<file path="src/rtl/bin_to_bcd_seq.sv">
// Sequential binary-to-BCD converter: double-dabble, one bit per clock, one shared add-3 bank.
// Define BIN_TO_BCD_SEQ_EARLY_EXIT_EN to skip leading zeros of the operand at accept time.
module bin_to_bcd_seq #(
    parameter int W = 32,
    parameter int D = 10
) (
    input  logic             CLK,
    input  logic             RST,
    input  logic [W-1:0]     I_DAT,
    input  logic             I_STB,
    output logic             O_RDY,
    output logic [4*D-1:0]   O_DAT,
    output logic             O_STB
);

    localparam int CW = $clog2(W + 1);

    typedef enum logic [1:0] {
        IDLE,
        SHIFT,
        DONE
    } state_t;

    state_t         r_state;
    state_t         w_state_next;
    logic [CW-1:0]  r_cnt;
    logic [W-1:0]   r_bin;
    logic [4*D-1:0] r_bcd;
    logic [4*D-1:0] r_dat;

    logic [CW-1:0]  w_cnt_load;
    logic [W-1:0]   w_bin_load;
    logic           w_load_zero;
    logic [4*D-1:0] w_bcd_adj;
    logic [4*D-1:0] w_bcd_next;
    logic [W-1:0]   w_bin_next;
    logic           w_accept;
    logic           w_last;

`ifdef BIN_TO_BCD_SEQ_EARLY_EXIT_EN
    logic [CW-1:0]  w_msb_n;

    // Highest set bit wins: the loop overwrites lower matches.
    always_comb begin
        w_msb_n = '0;
        for (int i = 0; i < W; i++) begin
            if (I_DAT[i]) w_msb_n = CW'(i + 1);
        end
    end

    assign w_cnt_load  = w_msb_n;
    assign w_bin_load  = I_DAT << (CW'(W) - w_msb_n);
    assign w_load_zero = (w_msb_n == '0);
`else
    assign w_cnt_load  = CW'(W);
    assign w_bin_load  = I_DAT;
    assign w_load_zero = 1'b0;
`endif

    // NOTE: every output of an always_comb gets a default first so no latch is inferred.
    always_comb begin
        w_bcd_adj = r_bcd;
        for (int d = 0; d < D; d++) begin
            if (r_bcd[4*d +: 4] >= 4'd5) w_bcd_adj[4*d +: 4] = r_bcd[4*d +: 4] + 4'd3;
        end
    end

    assign {w_bcd_next, w_bin_next} = {w_bcd_adj, r_bin} << 1;

    assign O_RDY    = (r_state != SHIFT);
    assign O_STB    = (r_state == DONE);
    assign O_DAT    = r_dat;
    assign w_accept = I_STB && O_RDY;
    assign w_last   = (r_state == SHIFT) && (r_cnt == CW'(1));

    always_comb begin
        w_state_next = r_state;
        case (r_state)
            IDLE, DONE: begin
                if (w_accept) w_state_next = w_load_zero ? DONE : SHIFT;
                else          w_state_next = IDLE;
            end
            SHIFT: begin
                if (w_last) w_state_next = DONE;
            end
            default: w_state_next = IDLE;
        endcase
    end

    // NOTE: sequential state uses non-blocking assignments so every register samples pre-edge values.
    always_ff @(posedge CLK or negedge RST) begin
        if (!RST) r_state <= IDLE;
        else      r_state <= w_state_next;
    end

    always_ff @(posedge CLK or negedge RST) begin
        if (!RST) begin
            r_cnt <= '0;
            r_bin <= '0;
            r_bcd <= '0;
            r_dat <= '0;
        end else if (w_accept) begin
            r_bin <= w_bin_load;
            r_bcd <= '0;
            r_cnt <= w_cnt_load;
            if (w_load_zero) r_dat <= '0;
        end else if (r_state == SHIFT) begin
            r_bin <= w_bin_next;
            r_bcd <= w_bcd_next;
            r_cnt <= r_cnt - CW'(1);
            // The result register only moves on the final shift, so it holds between conversions.
            if (w_last) r_dat <= w_bcd_next;
        end
    end

endmodule

</file>
<file path="config.mk">
export PLATFORM = sky130hd
export DESIGN_NAME = bin_to_bcd_seq
export DESIGN_NICKNAME = d
export VERILOG_FILES = /design/src/rtl/bin_to_bcd_seq.sv
export SDC_FILE = /design/constraint.sdc
export NUM_CORES = 1
export LEC_CHECK = 0
export BUFFER_PORTS_ARGS = -buffer_cell sky130_fd_sc_hd__buf_2
export CAP_MARGIN = 20
export CELL_PAD_IN_SITES_DETAIL_PLACEMENT = 2
export CELL_PAD_IN_SITES_GLOBAL_PLACEMENT = 2
export CORE_ASPECT_RATIO = 1.5
export CORE_UTILIZATION = 40
export CTS_BUF_LIST = sky130_fd_sc_hd__clkbuf_2
export CTS_CLUSTER_SIZE = 24
export DETAILED_ROUTE_END_ITERATION = 10
export GPL_ROUTABILITY_DRIVEN = 0
export PLACE_DENSITY = 0.92
export REMOVE_ABC_BUFFERS = 1
export SKIP_CTS_REPAIR_TIMING = 1
export SLEW_MARGIN = 20
export SYNTH_ARGS = -nofsm -noshare
export SYNTH_HDL_FRONTEND = slang
export SYNTH_SLANG_ARGS = --single-unit
</file>
<file path="constraint.sdc">
create_clock -name CLK -period 2.41 [get_ports CLK]
set_input_delay 0.1205 -clock CLK [delete_from_list [all_inputs] [get_ports CLK]]
set_output_delay 0.1205 -clock CLK [all_outputs]
set_load 0.05 [all_outputs]
</file>
### After elaboration in Yosys (flattened, before gate mapping)

Index checks and enable logic that the tools add are counted.

* memories kept: 0
* register bits: 120
* memory bits (read-only): 0
* output and inout bits: 42
* input bits: 35
* latch bits: 0
* memory bits (writable): 0

* multiply operators: 0
* reduce and logical (&&, ||, !) cells: 6
* multiplexer cells: 19
* shift-type cells: 0
* $lt $le $gt $ge: 10
* bitwise operators: 1
* divide/modulo/power cells: 0
* add/subtract/negate cells: 11
* equality and inequality tests: 5

Operators with widths (number)
* 40-bit two-way mux: 2
* 32-bit two-way mux: 2
* 4-bit by 3-bit greater-or-equal comparator with 1-bit output, second input constant: 10
* 4-bit by 2-bit adder with 4-bit output, second input constant: 9
* 4-bit two-way mux: 9
* 6-bit two-way mux: 2
* 6-bit by 1-bit == test with 1-bit output, second input constant: 1
* 6-bit by 1-bit subtractor with 6-bit output, second input constant: 1
* 2-bit one-hot mux with 2 select lines: 1
* 3-bit by 2-bit adder with 3-bit output, second input constant: 1
* 3-bit two-way mux: 1
* 3-bit AND reduction: 1
* 2-bit by 1-bit == test with 1-bit output, second input constant: 1
* 2-bit == test, second input constant: 1
* 1-bit logical AND: 2
* 2-bit zero test: 1
* 2-bit two-way mux: 1
* 2-bit by 1-bit inequality test with 1-bit output, second input constant: 1
* 2-bit inequality test, second input constant: 1
* 2-bit nonzero test: 1
* 2-bit OR reduction: 1
* 1-bit two-way mux: 1
* 1-bit NOT: 1

### Longest topological paths before layout

Gate-level depths: netlist (run 1).

* depth in word-level cells: 4
* depth in mapped cells: 7

### Worst setup path before layout (run 1)

OpenSTA, ideal clock, no wires.

* kind: register -> register
* from: reg r_bcd[0]
* to: reg r_dat[2], in the netlist O_DAT[2]
* cell stages (with the launch flop): 7
* setup slack: 0.867 ns
* setup time: 0.083 ns
* data arrival time: 1.460 ns
* data required time: 2.327 ns
* cells stage by stage: dfrtp_1 -> inv_1 -> ha_1 -> nand2b_1 -> a21oi_1 -> mux2_2 -> o21ai_0

* cells in the longest elaborated chain, start to end: 2
* elaborated cells on any way between the ends: 3

Ends and longest elaborated chain
* start: declaration: line 28 `logic [4*D-1:0] r_bcd;`
* start signal: assignment: line 109 `r_bcd <= w_bcd_next;`
* 4-bit by 2-bit adder with 4-bit output / 4-bit by 3-bit greater-or-equal comparator with 1-bit output (equally long branches): line 64 `if (r_bcd[4*d +: 4] >= 4'd5) w_bcd_adj[4*d +: 4] = r_bcd[4*d +: 4] + 4'd3;`
* 4-bit two-way mux *: line 64
* end signal: assignment: line 112 `if (w_last) r_dat <= w_bcd_next;`
* end: declaration: line 29 `logic [4*D-1:0] r_dat;`

Every way passes the cells marked *; elsewhere a longest branch is shown, timed or not.
A chain may end at the register's enable or synchronous reset.

### Worst setup path after layout (run 1)

* from: reg r_state[0]
* to: out O_RDY

* cells in the longest elaborated chain, start to end: 1

Ends and longest elaborated chain
* start: declaration: line 24 `state_t r_state;`
* start signal: assignment: line 93 `else r_state <= w_state_next;`
* 2-bit by 1-bit inequality test with 1-bit output: line 70 `assign O_RDY = (r_state != SHIFT);`
* end: declaration: line 11 `output logic O_RDY,`

Every way passes these cells.

==> impl_metrics.yaml, run 1 <==
finish:
  final_core_util_pct: 49.9
  syn2layout_area_growth_pct: 22.0
  fin_area_sq_um: 6990
  n_fill_cell: 1453
  nets: 760
  layout-drive-gt1-share_pct: 17.7
global_route:
  grt-ovfl-total: 0
  grt_pass1_wl_microns: 27900
  antenna_found_initial: 1
  groute.usage.overall_pct: 24.6
  grt_pass1_vias: 5443
  grt_max_degree: 60
drt:
  routed_wl_microns: 20200
  num_vias: 4957
  drcViolationCount: 0
  drtIter0Drc: 201
  detail_route.wl_per_cell_microns: 22.2
  ant_nets: 0
  dr.pass1.iters: 4
  vias_per_cell: 5.45
place:
  io_buffers: 76
  place_area_sq_um: 6310
  pre_cts_ws_ns: 0.371
  dp.final_hpwl_microns: 11400
worst_setup_path:
  worst-path-max-fanout: 28
  critPathCaptureType: "output port"
  critPathRequiredTime_ns: 2.29
  cp_data_arrival_time_ns: 2.17
  reg2reg_depth: 5
  critPathKind: "reg -> out"
  worst_setup_path_start_kind: "register"
sta:
  slew_headroom_pct: 53.5
  worstMarginPinSlew_ns: 0.697
  max_clock_freq_mhz: 437
  fin_skew_ns: 0.0354
  finalCritPeriodShare_pct: 95.0
  tns_ns: 0
  timing.hold.ws_ns: 0.181
  hold_viol: 0
  finalMaxSlewViolations: 0
  postLayoutSetupSlackWorst_ns: 0.121
  setup_violations: 0
  rsz0062_at_grt: "no"
  fin_crit_ns: 2.29
yosys:
  synth_fa_ha_area_share_pct: 4.81
  syn_inst: 590
  synth_xor_area_share_pct: 1.83
  syn_area_sq_um: 5730
  synth_simple_gate_area_share_pct: 14.7
  synth_top_family_by_area: "simple AND/OR/NAND/NOR gates"
  synth_top_cell_by_area: "dfrtp_1"
  synth_area_leaders: "dfrtp_1 (52%), o21ai_0 (11%), nand2_1 (5.6%)"
  synth_cell_types: 31
  synth_warnings: 0
  synth_edf_count: 0
  synth-compound-area-share_pct: 14.1
  netlist.area_leader.share_pct: 52.4
  synthMuxAreaShare_pct: 7.82
  synth_area_per_cell_sq_um: 9.71
  async_flop_share_pct: 100
  synth_ff_type: "dfrtp_1"
  yosysSeqAreaShare_pct: 52.4
  ys_ff_latch: 120
status:
  status: "completed"
die:
  io_pins: 77
  die_x_microns: 99.7
  num_rows: 53
  design.core.area_sq_um: 14000
  die_h_microns: 149
  dieArea_sq_um: 14800
  initial_core_util_pct: 40.9
clock_network:
  cts_num_sinks: 120
  htreeDepth: 4
  cts_tree: "built"
  numCtsBuffers: 17
  clk_latency_ns: 0.73
  root_buffer: "clkbuf_2"
  ctsLongestPathBuffers: 2
  path_clk_slew_ns: 0.19
flow_run:
  drv_cap: 0
pwr:
  leakagePower_nw: 3.30
  powerDensity_nw_per_um2: 1400
  peakVddDrop_uv: 447
worst_hold_path:
  hold_depth: 4
  holdCritPathClass: "in -> reg"
-- worst max-delay path, stage by stage (launching register included) --
cell	delay (ns)
dfrtp_1	0.43
and2b_2	0.24
buf_6	0.19
inv_8	0.15
buf_16	0.20
buf_4	0.23
-- synthesized netlist by cell type (2+ instances only) --
| master | instances |
|---|---|
| o21ai_0 | 125 |
| dfrtp_1 | 120 |
| nand2_1 | 86 |
| nand3_1 | 40 |
| mux2i_1 | 32 |
| a21oi_1 | 29 |
| inv_1 | 25 |
| ha_1 | 22 |
| nor3b_1 | 18 |
| clkbuf_1 | 15 |
| buf_2 | 13 |
| nor3_1 | 11 |
| xnor2_1 | 11 |
| mux2_2 | 10 |
| nand2b_1 | 10 |
| nor2_1 | 5 |
| buf_4 | 3 |
| buf_1 | 2 |
-- power breakdown --
group          switching (mW)  internal (mW)
sequential              0.745           2.84
combinational            3.41           1.53
clock                   0.820          0.448
total                    4.98           4.82
-- layer usage --
| metal | GRT usage, % | vias up | part of all wire (%) |
|---|---|---|---|
| li1 | - | 2260 | - |
| met1 | 25.5 | 2492 | 37 |
| met2 | 46.1 | 141 | 55 |
| met3 | 5.73 | 64 | 3.2 |
| met4 | 11.5 | 0 | 4.5 |
| met5 | 0 | - | 0 |
-- placed cells by master (no fill, tap or decap), drive strengths merged, types with 18 or more instances in the layout --
master         n
nor3b         18
ha            22
mux2i         32
nand2         86
a21oi         29
clkbuf        19
o21ai        126
dfrtp        120
dlygate4sd3   40
nand3         40
inv           26
buf           86
-- layout make-up --
type	count	area (sq um)	share of cell area, %
Antenna cell	1	2.50	0.0358
Clock buffer	18	90.1	1.29
Clock inverter	14	114	1.63
Inverter	26	105	1.50
Timing Repair Buffer	127	955	13.7
Multi-Input combinational cell	411	2480	35.5
Sequential cell	120	3000	43.0
Tap cell	192	240	3.44
-- stage by stage --
stage          power [mW]  instances
6_report             9.80        909
5_1_grt              10.4        909
4_1_cts              9.42        866
3_5_place_dp         8.07        834
3_3_place_gp         7.53        834
2_1_floorplan        6.51        557
-- cell families after synthesis --
kind of cell / count (synthesis)
AOI/OAI and AO/OA: 159
buffers and inverters: 59
DFF: 120
xor gates and xnor gates: 12
adders and majority gates: 22
muxes: 43
and+or+nand+nor: 175
-- state kept, by name, summed over array words and instances (netlist names) --
signal	cells
O_DAT	40
r_bcd	40
r_bin	32
r_cnt	6
r_state	2
-- path summary, 6_finish.rpt --
| kind | from | to | slack [ns] |
|---|---|---|---|
| worst max-delay path | r_state[0] | O_RDY | 0.12 |
| max in group asynchronous | RST | O_DAT[12] | 1.49 |
| min in group asynchronous | RST | r_bin[24] | 0.48 |
| worst min-delay path | I_DAT[0] | r_bin[0] | 0.18 |
| worst max register to register | r_cnt[2] | O_DAT[17] | 0.34 |
| worst min register to register | r_state[0] | r_state[0] | 0.50 |
No activity file was read; power rests on OpenSTA's default activity.
==> run 2, diff against run 1 <==
--- a/config.mk
+++ b/config.mk
@@ -17,6 +17,7 @@
 export GPL_ROUTABILITY_DRIVEN = 0
 export PLACE_DENSITY = 0.92
 export REMOVE_ABC_BUFFERS = 1
+export SETUP_SLACK_MARGIN = 0.15
 export SKIP_CTS_REPAIR_TIMING = 1
 export SLEW_MARGIN = 20
 export SYNTH_ARGS = -nofsm -noshare
==> impl_metrics.yaml, run 2 (synthesis gave the netlist of run 1 again) <==
sta:
  finalMaxSlewViolations: 0
  hold_viol: 0
  setup_violations: 0
  rsz0062_at_grt: "no"
  worstMarginPinSlew_ns: 0.704
  finalCritPeriodShare_pct: 91.1
  fin_crit_ns: 2.19
  timing.hold.ws_ns: 0.192
  max_clock_freq_mhz: 456
  slew_headroom_pct: 53.0
  tns_ns: 0
  fin_skew_ns: 0.0417
finish:
  nets: 762
  layout_common_cells: "o21ai_0 (125), dfrtp_1 (120), nand2_1 (86)"
  layout-drive-gt1-share_pct: 18.0
  final_common_cell: "o21ai_0"
  fin_area_sq_um: 7040
  syn2layout_area_growth_pct: 22.9
drt:
  vias_per_cell: 5.59
  wl_met3_microns: 800
  num_vias: 5093
  routed_wl_microns: 21300
  drcViolationCount: 0
  dr.pass1.iters: 5
  drtIter0Drc: 218
  highest_layer: "met4"
  wl_met1_microns: 8040
  ant_nets: 0
  route.met2.wl_microns: 11400
  detail_route.wl_per_cell_microns: 23.3
worst_setup_path:
  worst-path-max-fanout: 28
  ff2ff_setup_slack_ns: 0.27
  critPathCaptureType: "output port"
  critPathKind: "reg -> out"
  worst_setup_path_start_kind: "register"
  critPathRequiredTime_ns: 2.29
  cp_data_arrival_time_ns: 2.07
  cp-startpoint: "r_state[1]"
  r2r_start: "r_bcd[8]"
worst_hold_path:
  hp-start: "I_DAT[12]"
  holdCritPathClass: "in -> reg"
place:
  place_area_sq_um: 6310
  io_buffers: 76
  dp.final_hpwl_microns: 11400
global_route:
  grt_max_degree: 60
  grt-ovfl-total: 0
  grt_pass1_vias: 5443
  groute.usage.overall_pct: 24.6
  grt_pass1_wl_microns: 27900
  antenna_found_initial: 1
clock_network:
  cts_num_sinks: 120
  path_clk_slew_ns: 0.20
  clk_latency_ns: 0.75
  cts_tree: "built"
  root_buffer: "clkbuf_2"
  ctsLongestPathBuffers: 2
  htreeDepth: 4
  numCtsBuffers: 17
pwr:
  leakagePower_nw: 3.33
  powerDensity_nw_per_um2: 1420
  peakVddDrop_uv: 616
die:
  num_rows: 53
  design.core.area_sq_um: 14000
  die_h_microns: 149
  die_x_microns: 99.7
  initial_core_util_pct: 40.9
  io_pins: 77
  dieArea_sq_um: 14800
status:
  status: "completed"
flow_run:
  drv_cap: 0
==> run 2: worst max-delay path, stage by stage, from the launching register on <==
cell and delay, ns:
dfrtp_1 0.42, and2b_4 0.27, buf_12 0.16, clkinv_8 0.12, buf_16 0.20, buf_6 0.17
==> run 2: per-layer routing <==
layer	GRT usage, %	up-vias
met2	46.1	171
met4	11.5	0
met5	0	-
li1	-	2263
met1	25.5	2594
met3	5.73	65
==> run 2: worst paths after layout <==
path                        endpoint  cells after the start
setup / recovery               O_RDY                      5
hold / removal             r_bin[12]                      4
setup reg to reg           O_DAT[10]                      6
hold reg to reg            O_DAT[26]                      2
max in group asynchronous  O_DAT[15]                      4
min in group asynchronous  O_DAT[11]                      4
==> run 2: cell type report <==
type	count	area, sq um
antenna	1	2.50
timing repair buffer	129	1000
inverter	26	110
multi-input combinational	411	2480
fill	1437	6950
sequential	120	3000
tap	192	240
clock buffer	18	90.1
clock inverter	14	114
==> run 2: where the power goes <==
part | internal, mW | switching (mW) | total, mW
registers | 2.84 | 0.796 | 3.64
clock network | 0.447 | 0.824 | 1.27
logic | 1.61 | 3.50 | 5.11
total | 4.90 | 5.12 | 10.0
==> run 2: through the flow <==
step / cells / setup WS (ns) / utilization, % / total power [mW]
floorplan: 557 / -0.839 / - / 6.51
global placement: 834 / 0.589 / 45.1 / 7.53
detailed placement: 834 / 0.371 / 45.1 / 8.07
CTS: 866 / -0.310 / 46.5 / 9.42
global route: 911 / 0.149 / 50.3 / 10.6
finish: 911 / 0.215 / 50.3 / 10.0
